===== config.mk =====
export PLATFORM = sky130hd
export DESIGN_NAME = pipeline_hazard_ctrl
export DESIGN_NICKNAME = d
export VERILOG_FILES = /design/src/rtl/pipeline_hazard_ctrl.sv
export SDC_FILE = /design/constraint.sdc
export NUM_CORES = 1
export LEC_CHECK = 0
export CORE_ASPECT_RATIO = 1.1
export CORE_MARGIN = 2
export CORE_UTILIZATION = 44
export CTS_CLUSTER_DIAMETER = 100
export DETAILED_ROUTE_END_ITERATION = 10
export HOLD_SLACK_MARGIN = 0.08
export PLACE_DENSITY_LB_ADDON = 0.3
export SYNTH_ARGS = -nofsm -noshare
export SYNTH_HDL_FRONTEND = slang
export SYNTH_SLANG_ARGS = --single-unit

===== constraint.sdc =====
create_clock -name clk -period 4.1 [get_ports clk]
set_clock_uncertainty 0.15 [all_clocks]
set_input_delay 0.82 -clock clk [delete_from_list [all_inputs] [get_ports clk]]
set_output_delay 0.82 -clock clk [all_outputs]
set_load 0.02 [all_outputs]

===== src/rtl/pipeline_hazard_ctrl.sv =====
// Hazard and stall sequencer for the 5-stage scpu pipeline: load-use bubbles, branch flushes,
// data-memory wait/timeout freeze. Optional perf counters under `HAZARD_PERF_EN.
module pipeline_hazard_ctrl #(
  parameter int unsigned LU_STALL_CYCLES = 1,
  parameter int unsigned MEM_TIMEOUT     = 16
) (
  input  logic        clk,
  input  logic        rst,
  input  logic [4:0]  id_rs1,
  input  logic [4:0]  id_rs2,
  input  logic        id_uses_rs1,
  input  logic        id_uses_rs2,
  input  logic [4:0]  idex_rd,
  input  logic        idex_mem_read,
  input  logic        ex_branch_taken,
  input  logic        mem_req,
  input  logic        mem_ack,
  output logic        pc_stall,
  output logic        ifid_stall,
  output logic        ifid_flush,
  output logic        idex_zero,
  output logic        idex_stall,
  output logic        exmem_stall,
  output logic        memwb_bubble,
  output logic        mem_err,
  output logic [15:0] perf_stall_cnt,
  output logic [15:0] perf_flush_cnt
);

  typedef enum logic [1:0] {StRun, StLuStall, StMemWait} state_e;

  localparam logic [2:0] LuReload = 3'(LU_STALL_CYCLES - 1);
  localparam logic [7:0] WaitLast = 8'(MEM_TIMEOUT - 1);

  state_e     state_q, state_d;
  state_e     ret_q, ret_d;
  logic [2:0] lu_cnt_q, lu_cnt_d;
  logic [7:0] wait_cnt_q, wait_cnt_d;

  logic load_use, mem_busy;
  logic freeze, lu_out, br_out, err_raw;
  logic do_lu_step, do_run_rules;

  assign load_use = idex_mem_read && (idex_rd != 5'd0) &&
                    ((id_uses_rs1 && (id_rs1 == idex_rd)) ||
                     (id_uses_rs2 && (id_rs2 == idex_rd)));
  assign mem_busy = mem_req && !mem_ack;

  always_comb begin
    state_d      = state_q;
    ret_d        = ret_q;
    lu_cnt_d     = lu_cnt_q;
    wait_cnt_d   = wait_cnt_q;
    freeze       = 1'b0;
    lu_out       = 1'b0;
    br_out       = 1'b0;
    err_raw      = 1'b0;
    do_lu_step   = 1'b0;
    do_run_rules = 1'b0;

    case (state_q)
      StRun: begin
        if (mem_busy) begin
          freeze     = 1'b1;
          ret_d      = StRun;
          wait_cnt_d = 8'd1;
          state_d    = StMemWait;
        end else begin
          do_run_rules = 1'b1;
        end
      end
      StLuStall: begin
        if (mem_busy) begin
          freeze     = 1'b1;
          ret_d      = StLuStall;
          wait_cnt_d = 8'd1;
          state_d    = StMemWait;
        end else begin
          do_lu_step = 1'b1;
        end
      end
      StMemWait: begin
        // A dropped mem_req counts as an ack; only a busy access can time out.
        if (mem_busy && (wait_cnt_q != WaitLast)) begin
          freeze     = 1'b1;
          wait_cnt_d = wait_cnt_q + 8'd1;
        end else begin
          err_raw = mem_busy;
          if (ret_q == StLuStall) begin
            do_lu_step = 1'b1;
          end else begin
            do_run_rules = 1'b1;
          end
        end
      end
      default: state_d = StRun;
    endcase

    // The release cycle of a wait interrupted inside a bubble run stands in for the lost bubble.
    if (do_lu_step) begin
      lu_out   = 1'b1;
      lu_cnt_d = lu_cnt_q - 3'd1;
      state_d  = (lu_cnt_q <= 3'd1) ? StRun : StLuStall;
    end

    if (do_run_rules) begin
      state_d = StRun;
      if (ex_branch_taken) begin
        br_out = 1'b1;
      end else if (load_use) begin
        lu_out = 1'b1;
        if (LU_STALL_CYCLES > 1) begin
          lu_cnt_d = LuReload;
          state_d  = StLuStall;
        end
      end
    end
  end

  always_ff @(posedge clk) begin
    if (rst) begin
      state_q    <= StRun;
      ret_q      <= StRun;
      lu_cnt_q   <= 3'd0;
      wait_cnt_q <= 8'd0;
    end else begin
      state_q    <= state_d;
      ret_q      <= ret_d;
      lu_cnt_q   <= lu_cnt_d;
      wait_cnt_q <= wait_cnt_d;
    end
  end

  assign pc_stall     = !rst && (freeze || lu_out);
  assign ifid_stall   = !rst && (freeze || lu_out);
  assign ifid_flush   = rst || br_out;
  assign idex_zero    = rst || lu_out || br_out;
  assign idex_stall   = !rst && freeze;
  assign exmem_stall  = !rst && freeze;
  assign memwb_bubble = !rst && freeze;
  assign mem_err      = !rst && err_raw;

`ifdef HAZARD_PERF_EN
  logic [15:0] stall_cnt_q, flush_cnt_q;

  always_ff @(posedge clk) begin
    if (rst) begin
      stall_cnt_q <= 16'd0;
      flush_cnt_q <= 16'd0;
    end else begin
      if (pc_stall && (stall_cnt_q != 16'hFFFF)) begin
        stall_cnt_q <= stall_cnt_q + 16'd1;
      end
      if (ifid_flush && (flush_cnt_q != 16'hFFFF)) begin
        flush_cnt_q <= flush_cnt_q + 16'd1;
      end
    end
  end

  assign perf_stall_cnt = stall_cnt_q;
  assign perf_flush_cnt = flush_cnt_q;
`else
  assign perf_stall_cnt = 16'd0;
  assign perf_flush_cnt = 16'd0;
`endif

endmodule


==> results.py, run 1 <==
metrics = {
    "status": {
        "outcome": "completed",
    },
    "power_and_ir_drop": {
        "clkPwrFrac_pct": 29.4,
        "p_int_uw": 234,
        "sw_frac_of_total_pct": 31.8,
        "switchingPower_uw": 109,
        "powerDensity_nw_per_um2": 225,
        "power_frac_comb_pct": 30.1,
        "vdd_ir_drop_max_mv": 0.125,
        "seq_power_share_pct": 40.4,
        "p_leak_uw": 0.000594,
    },
    "layout": {
        "fillers": 259,
        "drive_gt1_share_pct": 9.04,
        "num_antenna_cells": 0,
        "final_cells": 221,
        "nets": 219,
        "multiInputGateArea_um2": 822,
        "register_area_um2": 280,
        "synthToLayoutAreaGrowth_pct": 19.9,
    },
    "grt": {
        "grt_pass1_vias": 997,
        "grtUsageTotal_pct": 14.6,
        "antenna_found_initial": 0,
        "grt-ovfl-total": 0,
        "grt_pass1_wl_mm": 3.93,
        "grt_max_degree": 16,
    },
    "floorplan": {
        "io_pins": 63,
        "core_area_um2": 2750,
        "dieWidth_um": 55.3,
        "fp-row-count": 20,
        "die_h_um": 60.5,
        "start_util_pct": 46.3,
        "dieArea_um2": 3340,
    },
    "clock_tree": {
        "cts_inserted_buffers": 3,
        "clkLatencyLatePin_ns": 0.28,
        "root_buffer": "clkbuf_4",
        "cts_sinks": 14,
        "htree_num_levels": 1,
        "cts_resized": 0,
        "cts_tree": "yes",
        "cts_hold_buf": 0,
        "post-cts-setup-buffer-count": 0,
        "clk_path_buf_depth": 2,
        "clk_pin_slew_worst_paths_ns": 0.08,
    },
    "worst_setup_path": {
        "crit_path_end_kind": "output port",
        "worstSetupPathType": "input pin to output port",
        "crit_family": "buffers and inverters",
        "path_cells": "clkdlybuf4s50_1 -> nand2b_1 -> a21oi_1 -> a21oi_2 -> a31oi_1 -> a21oi_1 -> clkdlybuf4s50_1",
        "crit_required_ns": 3.13,
        "crit_arrival_ns": 2.93,
        "start_kind": "input pin",
        "crit_buf_inv": 2,
        "cpPeakStageDelay_ns": 0.64,
        "worstPathMaxFanout": 7,
        "critical_path.slowest_cell": "clkdlybuf4s50_1",
    },
    "synth": {
        "syn_inst": 156,
        "synth_area_leaders": "dfxtp_1 22%, buf_4 21%, xnor2_1 9.6%, ha_1 6.9%, nor2_1 3.8%",
        "yosysWarnings": 0,
        "syn_area_um2": 1270,
        "ys_types": 39,
        "syn_area_per_cell_um2": 8.17,
        "yosysSeqAreaShare_pct": 22.0,
        "yosys_register_bits": 14,
        "synth_top_area_share_pct": 22.0,
        "yosys.area.top_type": "dfxtp_1",
    },
    "sta": {
        "tightest_slew_ns": 0.556,
        "rsz0062_at_grt": "false",
        "fin_setup_tns_ns": 0,
        "period_minus_slack_ns": 3.90,
        "fmax_mhz": 256,
        "drv_slew": 0,
        "min_period_over_period_pct": 95.1,
        "setup_violations": 0,
        "hold_viol_final": 0,
        "relSlewSlack_pct": 62.7,
    },
    "drt": {
        "drc_errors": 0,
        "drt_iter0_markers": 16,
        "wl_per_cell_um": 10.9,
        "wl_mm": 2.41,
        "drtPass1Iterations": 4,
        "vias": 1064,
        "routed_via_density": 4.81,
        "final_antenna_net_count": 0,
    },
    "placement": {
        "hpwl_mm": 1.99,
        "dp.cells": 217,
        "port_buffers": 30,
        "gp_congestion": 0.829,
    },
    "min_path": {
        "hold_class": "flop to flop",
    },
    "run": {
        "drv_cap": 0,
    },
}
through the flow:
step	util, %	power (uW)	setup WS (ns)	instance area (um2)	hold WS, ns
2_1_floorplan	-	230	1.01	1390	0.308
3_3_place_gp	54.2	244	0.293	1490	0.328
3_5_place_dp	54.2	245	0.220	1490	0.330
4_1_cts	55.5	347	0.206	1530	0.342
5_1_grt	55.5	364	0.0448	1530	0.370
6_report	55.5	344	0.201	1530	0.341
kinds of logic (layout without fill, tap and decap cells):
group | count (synthesis) | count (layout) | share of synthesized area [%]
AND/OR/NAND/NOR | 45 | 45 | 18.9
buffers and inverters | 42 | 43 | 22.7
AO/OA/AOI/OAI | 31 | 31 | 18.3
XOR/XNOR | 16 | 16 | 11.0
flip-flops | 14 | 14 | 22.0
adder cells (fa/ha/maj) | 7 | 7 | 6.87
other | 1 | 32 | 0.294
power groups by stage:
stage               Clock (uW)  Combinational (uW)  Sequential (uW)
floorplan                    0                87.8              142
global placement             0                 102              142
detailed placement           0                 103              142
CTS                        105                 103              139
global route               112                 112              139
finish                     101                 104              139
metal layers:
metal	part of all wire, %	global-route usage, %
met2	52	28.4
met5	0	0
met4	0.33	5.23
met3	8.0	2.99
met1	40	16.0
Yosys cell counts, drive strengths merged:
cell type / count
nand2b: 2
and4: 1
conb: 1
o22ai: 2
dfxtp: 14
or2: 3
a22oi: 2
a31oi: 2
or4: 2
a31o: 1
nor2: 13
o21ai: 3
o211ai: 2
xnor2: 14
ha: 7
o211a: 1
clkbuf: 2
xor2: 2
a21o: 2
nor2b: 4
nand3: 4
a2111oi: 2
a21oi: 9
buf: 35
nand4: 3
nand4b: 1
nand2: 8
nor4: 1
o31a: 1
nor3b: 1
nor4b: 1
a211oi: 4
and3: 1
inv: 5
worst register-to-register path, cell delays in order (launching register included):
cell	delay, ns
dfxtp_1	0.41
inv_1	0.10
ha_1	0.23
or2_2	0.31
a211oi_1	0.52
o211ai_1	0.18
xnor2_1	0.15
nor2b_1	0.12
cells in the final DEF (no fill, tap or decap), types with 2 or more instances in the layout:
cell | Yosys | layout
nand3_1 | 4 | 4
ha_1 | 7 | 7
clkbuf_4 | 0 | 3
dfxtp_1 | 14 | 14
or2_2 | 2 | 2
clkdlybuf4s50_1 | 0 | 30
a22oi_1 | 2 | 2
a31oi_1 | 2 | 2
xnor2_1 | 14 | 14
buf_4 | 35 | 4
a21oi_1 | 7 | 7
a21o_1 | 2 | 2
conb_1 | 1 | 32
nand4_1 | 3 | 3
nor2_1 | 13 | 13
nand2b_1 | 2 | 2
inv_1 | 5 | 5
a21oi_2 | 2 | 2
o211ai_1 | 2 | 2
nor2b_1 | 4 | 4
a211oi_1 | 4 | 4
nand2_1 | 8 | 8
xor2_1 | 2 | 2
o21ai_0 | 3 | 3
final timing paths:
check | slack, ns | start | depth (start not counted) | endpoint
worst min-delay path | 0.34 | wait_cnt_q[1] | 2 | wait_cnt_q[1]
worst max-delay path | 0.20 | mem_ack | 7 | ifid_stall
worst min register to register | 0.34 | wait_cnt_q[1] | 2 | wait_cnt_q[1]
worst max register to register | 1.85 | state_q[0] | 7 | wait_cnt_q[7]
final cells by class:
cell class / instances / share of cell area, %
inverters: 5 / 1.23
well taps: 33 / 2.70
multi-input cells: 131 / 53.8
repair buffers: 34 / 21.6
flip-flops and latches: 14 / 18.3
clock buffers: 4 / 2.37
flip-flops by register name, summed over array words and instances, names as in the netlist:
name,cells
state_q,2
lu_cnt_q,3
ret_q,1
wait_cnt_q,8
Note: power is estimated with default switching activity, not from simulation.
==> run 2: changes to the inputs <==
- CORE_MARGIN: 2 -> 3
==> results.py, run 2 (synthesis gave the netlist of run 1 again) <==
metrics = {
    "worst_setup_path": {
        "start_kind": "input pin",
        "crit_required_ns": 3.13,
        "worstSetupPathType": "input pin to output port",
        "crit_path_end_kind": "output port",
        "crit_arrival_ns": 2.87,
        "worstPathMaxFanout": 3,
    },
    "placement": {
        "hpwl_mm": 2.19,
        "place_ws_ns": 0.272,
        "dp.cells": 215,
        "gp_congestion": 0.886,
        "port_buffers": 30,
    },
    "layout": {
        "register_area_um2": 280,
        "layout_commonest_cell": "conb_1",
        "nets": 219,
        "fillers": 256,
        "num_antenna_cells": 0,
        "largest_register": "wait_cnt_q",
        "mostFrequentLayoutCells": "32 x conb_1, 30 x clkdlybuf4s50_1, 14 x xnor2_1, 14 x dfxtp_1, 13 x nor2_1",
        "multiInputGateArea_um2": 822,
        "final_util_pct": 57.8,
        "synthToLayoutAreaGrowth_pct": 19.7,
        "final_cells": 219,
        "reg_top3": "wait_cnt_q x8, lu_cnt_q x3, state_q x2",
        "drive_gt1_share_pct": 9.04,
        "largest_register_ff_count": 8,
    },
    "sta": {
        "hold_viol_final": 0,
        "setup_ws_ns": 0.264,
        "rsz0062_at_grt": "false",
        "drv_slew": 0,
        "min_period_over_period_pct": 93.6,
        "period_minus_slack_ns": 3.84,
        "tightest_slew_ns": 0.584,
        "fin_setup_tns_ns": 0,
        "setup_violations": 0,
        "relSlewSlack_pct": 60.8,
        "fmax_mhz": 261,
    },
    "grt": {
        "grt_pass1_vias": 1017,
        "grtUsageTotal_pct": 15.2,
        "grtUsageMet1_pct": 17.1,
        "grt-busiest-layer": "met2",
        "grt_pass1_wl_mm": 4.46,
        "grt-ovfl-total": 0,
        "antenna_found_initial": 0,
        "met2_usage_pct": 25.6,
        "grt_max_degree": 16,
        "grtUsageMet3_pct": 7.64,
    },
    "drt": {
        "drc_errors": 0,
        "drt_iter0_markers": 52,
        "drtPass1Iterations": 4,
        "final_antenna_net_count": 0,
        "wl_per_cell_um": 11.9,
        "routed_via_density": 4.88,
        "wl_mm": 2.60,
        "vias": 1068,
    },
    "floorplan": {
        "dieArea_um2": 3580,
        "io_pins": 63,
        "start_util_pct": 48.3,
        "core_area_um2": 2640,
        "dieWidth_um": 57.3,
        "die_h_um": 62.5,
        "fp-row-count": 19,
    },
    "clock_tree": {
        "cts_resized": 0,
        "clk_path_buf_depth": 2,
        "clkLatencyLatePin_ns": 0.28,
        "root_buffer": "clkbuf_4",
        "clk_pin_slew_worst_paths_ns": 0.08,
        "post-cts-setup-buffer-count": 0,
        "cts_tree": "yes",
        "htree_num_levels": 1,
        "cts_sinks": 14,
        "cts_inserted_buffers": 3,
        "cts_hold_buf": 0,
    },
    "power_and_ir_drop": {
        "powerDensity_nw_per_um2": 224,
        "p_leak_uw": 0.000594,
        "vdd_ir_drop_max_mv": 0.231,
    },
    "status": {
        "outcome": "completed",
    },
    "run": {
        "drv_cap": 0,
    },
    "min_path": {
        "hold_class": "flop to flop",
    },
}
## run 2: stage by stage
stage	total power, uW	area [um2]	hold slack, ns
floorplan	230	1390	0.308
global placement	244	1490	0.328
detailed placement	246	1490	0.350
CTS	346	1530	0.362
global route	363	1530	0.368
finish	342	1530	0.361
## run 2: path summary, 6_finish.rpt
| kind | end | from | cells past startpoint | slack [ns] |
|---|---|---|---|---|
| min | lu_cnt_q[1] | lu_cnt_q[1] | 2 | 0.36 |
| min reg2reg | lu_cnt_q[1] | lu_cnt_q[1] | 2 | 0.36 |
| max | ifid_stall | idex_rd[1] | 7 | 0.26 |
| max reg2reg | wait_cnt_q[7] | state_q[0] | 7 | 1.78 |
## run 2: critical path, cell delays in order
cell and delay [ns]:
clkdlybuf4s50_1 0.48, or4_1 0.55, nor2_1 0.11, nor3b_1 0.07, a31oi_1 0.17, a21oi_1 0.10, clkdlybuf4s50_1 0.56
## run 2: area by class of cell
class | instances | share of cell area (%)
Multi-Input combinational cell | 131 | 53.9
Clock buffer | 4 | 2.38
Sequential cell | 14 | 18.4
Inverter | 5 | 1.23
Timing Repair Buffer | 34 | 21.6
Tap cell | 31 | 2.54
## run 2: routing by layer
metal	up-vias	part of all wire, %
met5	-	0
met4	0	0.35
met3	2	9.2
met2	43	51
met1	482	39
li1	541	-
## run 2: where the power goes
part	switching, uW	internal [uW]
Sequential	1.64	137
Combinational	61.0	43.1
Clock	44.7	54.0
Total	107	234
==> run 3: changes to the inputs <==
- PLACE_DENSITY: unset -> 0.86
- PLACE_DENSITY_LB_ADDON: 0.3 -> unset
==> results.py, run 3 (synthesis gave the netlist of run 1 again) <==
metrics = {
    "placement": {
        "place_area_um2": 1490,
        "hpwl_mm": 2.06,
        "dp.cells": 215,
        "gp_congestion": 0.748,
        "port_buffers": 30,
    },
    "drt": {
        "routed_via_density": 4.86,
        "drtPass1Iterations": 4,
        "wl_mm": 2.48,
        "drt_iter0_markers": 26,
        "routed-wl-met2_mm": 1.23,
        "wl_per_cell_um": 11.2,
        "drc_errors": 0,
        "dr_wl_met3_um": 225,
        "final_antenna_net_count": 0,
        "wirelength_met1_mm": 1.03,
        "vias": 1075,
        "top_layer_used": "met3",
    },
    "clock_tree": {
        "root_buffer": "clkbuf_4",
        "clkLatencyLatePin_ns": 0.28,
        "cts_inserted_buffers": 3,
        "cts_sinks": 14,
        "htree_num_levels": 1,
        "cts_resized": 0,
        "cts_tree": "yes",
        "clk_path_buf_depth": 2,
        "clk_pin_slew_worst_paths_ns": 0.09,
    },
    "layout": {
        "largest_register": "wait_cnt_q",
        "final_cell_area_um2": 1540,
        "fillers": 250,
        "layout_commonest_cell": "conb_1",
        "synthToLayoutAreaGrowth_pct": 20.9,
        "reg_top3": "wait_cnt_q x8, lu_cnt_q x3, state_q x2",
        "drive_gt1_share_pct": 10.0,
        "largest_register_ff_count": 8,
        "nets": 221,
        "mostFrequentLayoutCells": "32 x conb_1, 30 x clkdlybuf4s50_1, 14 x xnor2_1, 14 x dfxtp_1, 13 x nor2_1",
        "num_antenna_cells": 0,
        "final_cells": 221,
    },
    "power_and_ir_drop": {
        "power_frac_comb_pct": 30.7,
        "seq_power_share_pct": 39.9,
        "vdd_ir_drop_max_mv": 0.151,
        "power.total_uw": 348,
        "sw_frac_of_total_pct": 31.9,
        "clkPwrFrac_pct": 29.3,
        "powerDensity_nw_per_um2": 225,
        "p_leak_uw": 0.000603,
        "p_int_uw": 237,
        "switchingPower_uw": 111,
    },
    "sta": {
        "rsz0062_at_grt": "false",
        "fin_setup_tns_ns": 0,
        "fmax_mhz": 258,
        "setup_violations": 0,
        "min_period_over_period_pct": 94.7,
        "relSlewSlack_pct": 60.1,
        "tightest_slew_ns": 0.584,
        "drv_slew": 0,
        "hold_viol_final": 0,
        "period_minus_slack_ns": 3.88,
    },
    "worst_setup_path": {
        "crit_path_end_kind": "output port",
        "rr_worst_depth": 7,
        "worstSetupPathType": "input pin to output port",
        "worstPathMaxFanout": 7,
        "crit_required_ns": 3.13,
        "crit_arrival_ns": 2.91,
        "start_kind": "input pin",
    },
    "grt": {
        "grt_pass1_wl_mm": 4.04,
        "grt_max_degree": 15,
        "grtUsageTotal_pct": 13.6,
        "grt_pass1_vias": 1006,
        "grt-ovfl-total": 0,
        "antenna_found_initial": 0,
    },
    "run": {
        "drv_cap": 0,
    },
    "floorplan": {
        "io_pins": 63,
        "start_util_pct": 48.3,
        "die_h_um": 62.5,
        "dieWidth_um": 57.3,
        "core_area_um2": 2640,
        "dieArea_um2": 3580,
        "fp-row-count": 19,
    },
    "status": {
        "outcome": "completed",
    },
    "min_path": {
        "hold_class": "flop to flop",
        "min_delay_path_depth": 2,
    },
}
## run 3: changes by cell type in the layout (fill, tap and decap cells not counted), sizes merged
cell,previous run,this run
buf,4,6
## run 3: critical path, stage by stage
cell	delay, ns
clkdlybuf4s50_1	0.47
nand2b_1	0.25
a21oi_1	0.12
a21oi_2	0.24
a31oi_1	0.12
a21oi_1	0.24
clkdlybuf4s50_1	0.66
## run 3: layout make-up
cell class / count / area (um2) / share of cell area, %
multi-input cells: 131 / 822 / 53.3
inverters: 5 / 18.8 / 1.22
clock buffers: 4 / 36.3 / 2.35
flip-flops and latches: 14 / 280 / 18.2
well taps: 31 / 38.8 / 2.52
repair buffers: 36 / 345 / 22.4
## run 3: per-stage QoR
step	hold WS, ns	utilization [%]	setup slack, ns
after global placement	0.329	56.5	0.281
after detailed placement	0.345	56.5	0.191
after global routing	0.385	58.4	0.0506
after CTS	0.356	57.8	0.173
final	0.354	58.4	0.217
after floorplan	0.308	-	1.01
## run 3: power groups by stage
stage / Sequential, uW / Combinational [uW] / Clock (uW)
finish: 139 / 107 / 102
floorplan: 142 / 87.8 / 0
global placement: 142 / 102 / 0
global route: 139 / 116 / 110
detailed placement: 142 / 103 / 0
CTS: 139 / 104 / 103
## run 3: metal layers
| layer | vias up | GRT usage, % |
|---|---|---|
| met5 | - | 0 |
| met4 | 0 | 5.80 |
| met3 | 0 | 3.51 |
| met2 | 55 | 22.4 |
| met1 | 479 | 16.4 |
| li1 | 541 | - |
## run 3: timing repair
item,in CTS,in global routing
buffers inserted,0,2
hold buffers,0,0
setup endpoints to repair,0,2
## run 3: path summary, 6_finish.rpt
| kind | end | slack [ns] | from |
|---|---|---|---|
| worst max register to register | wait_cnt_q[6] | 1.77 | state_q[0] |
| worst min-delay path | wait_cnt_q[1] | 0.35 | wait_cnt_q[1] |
| worst min register to register | wait_cnt_q[1] | 0.35 | wait_cnt_q[1] |
| worst max-delay path | pc_stall | 0.22 | mem_ack |
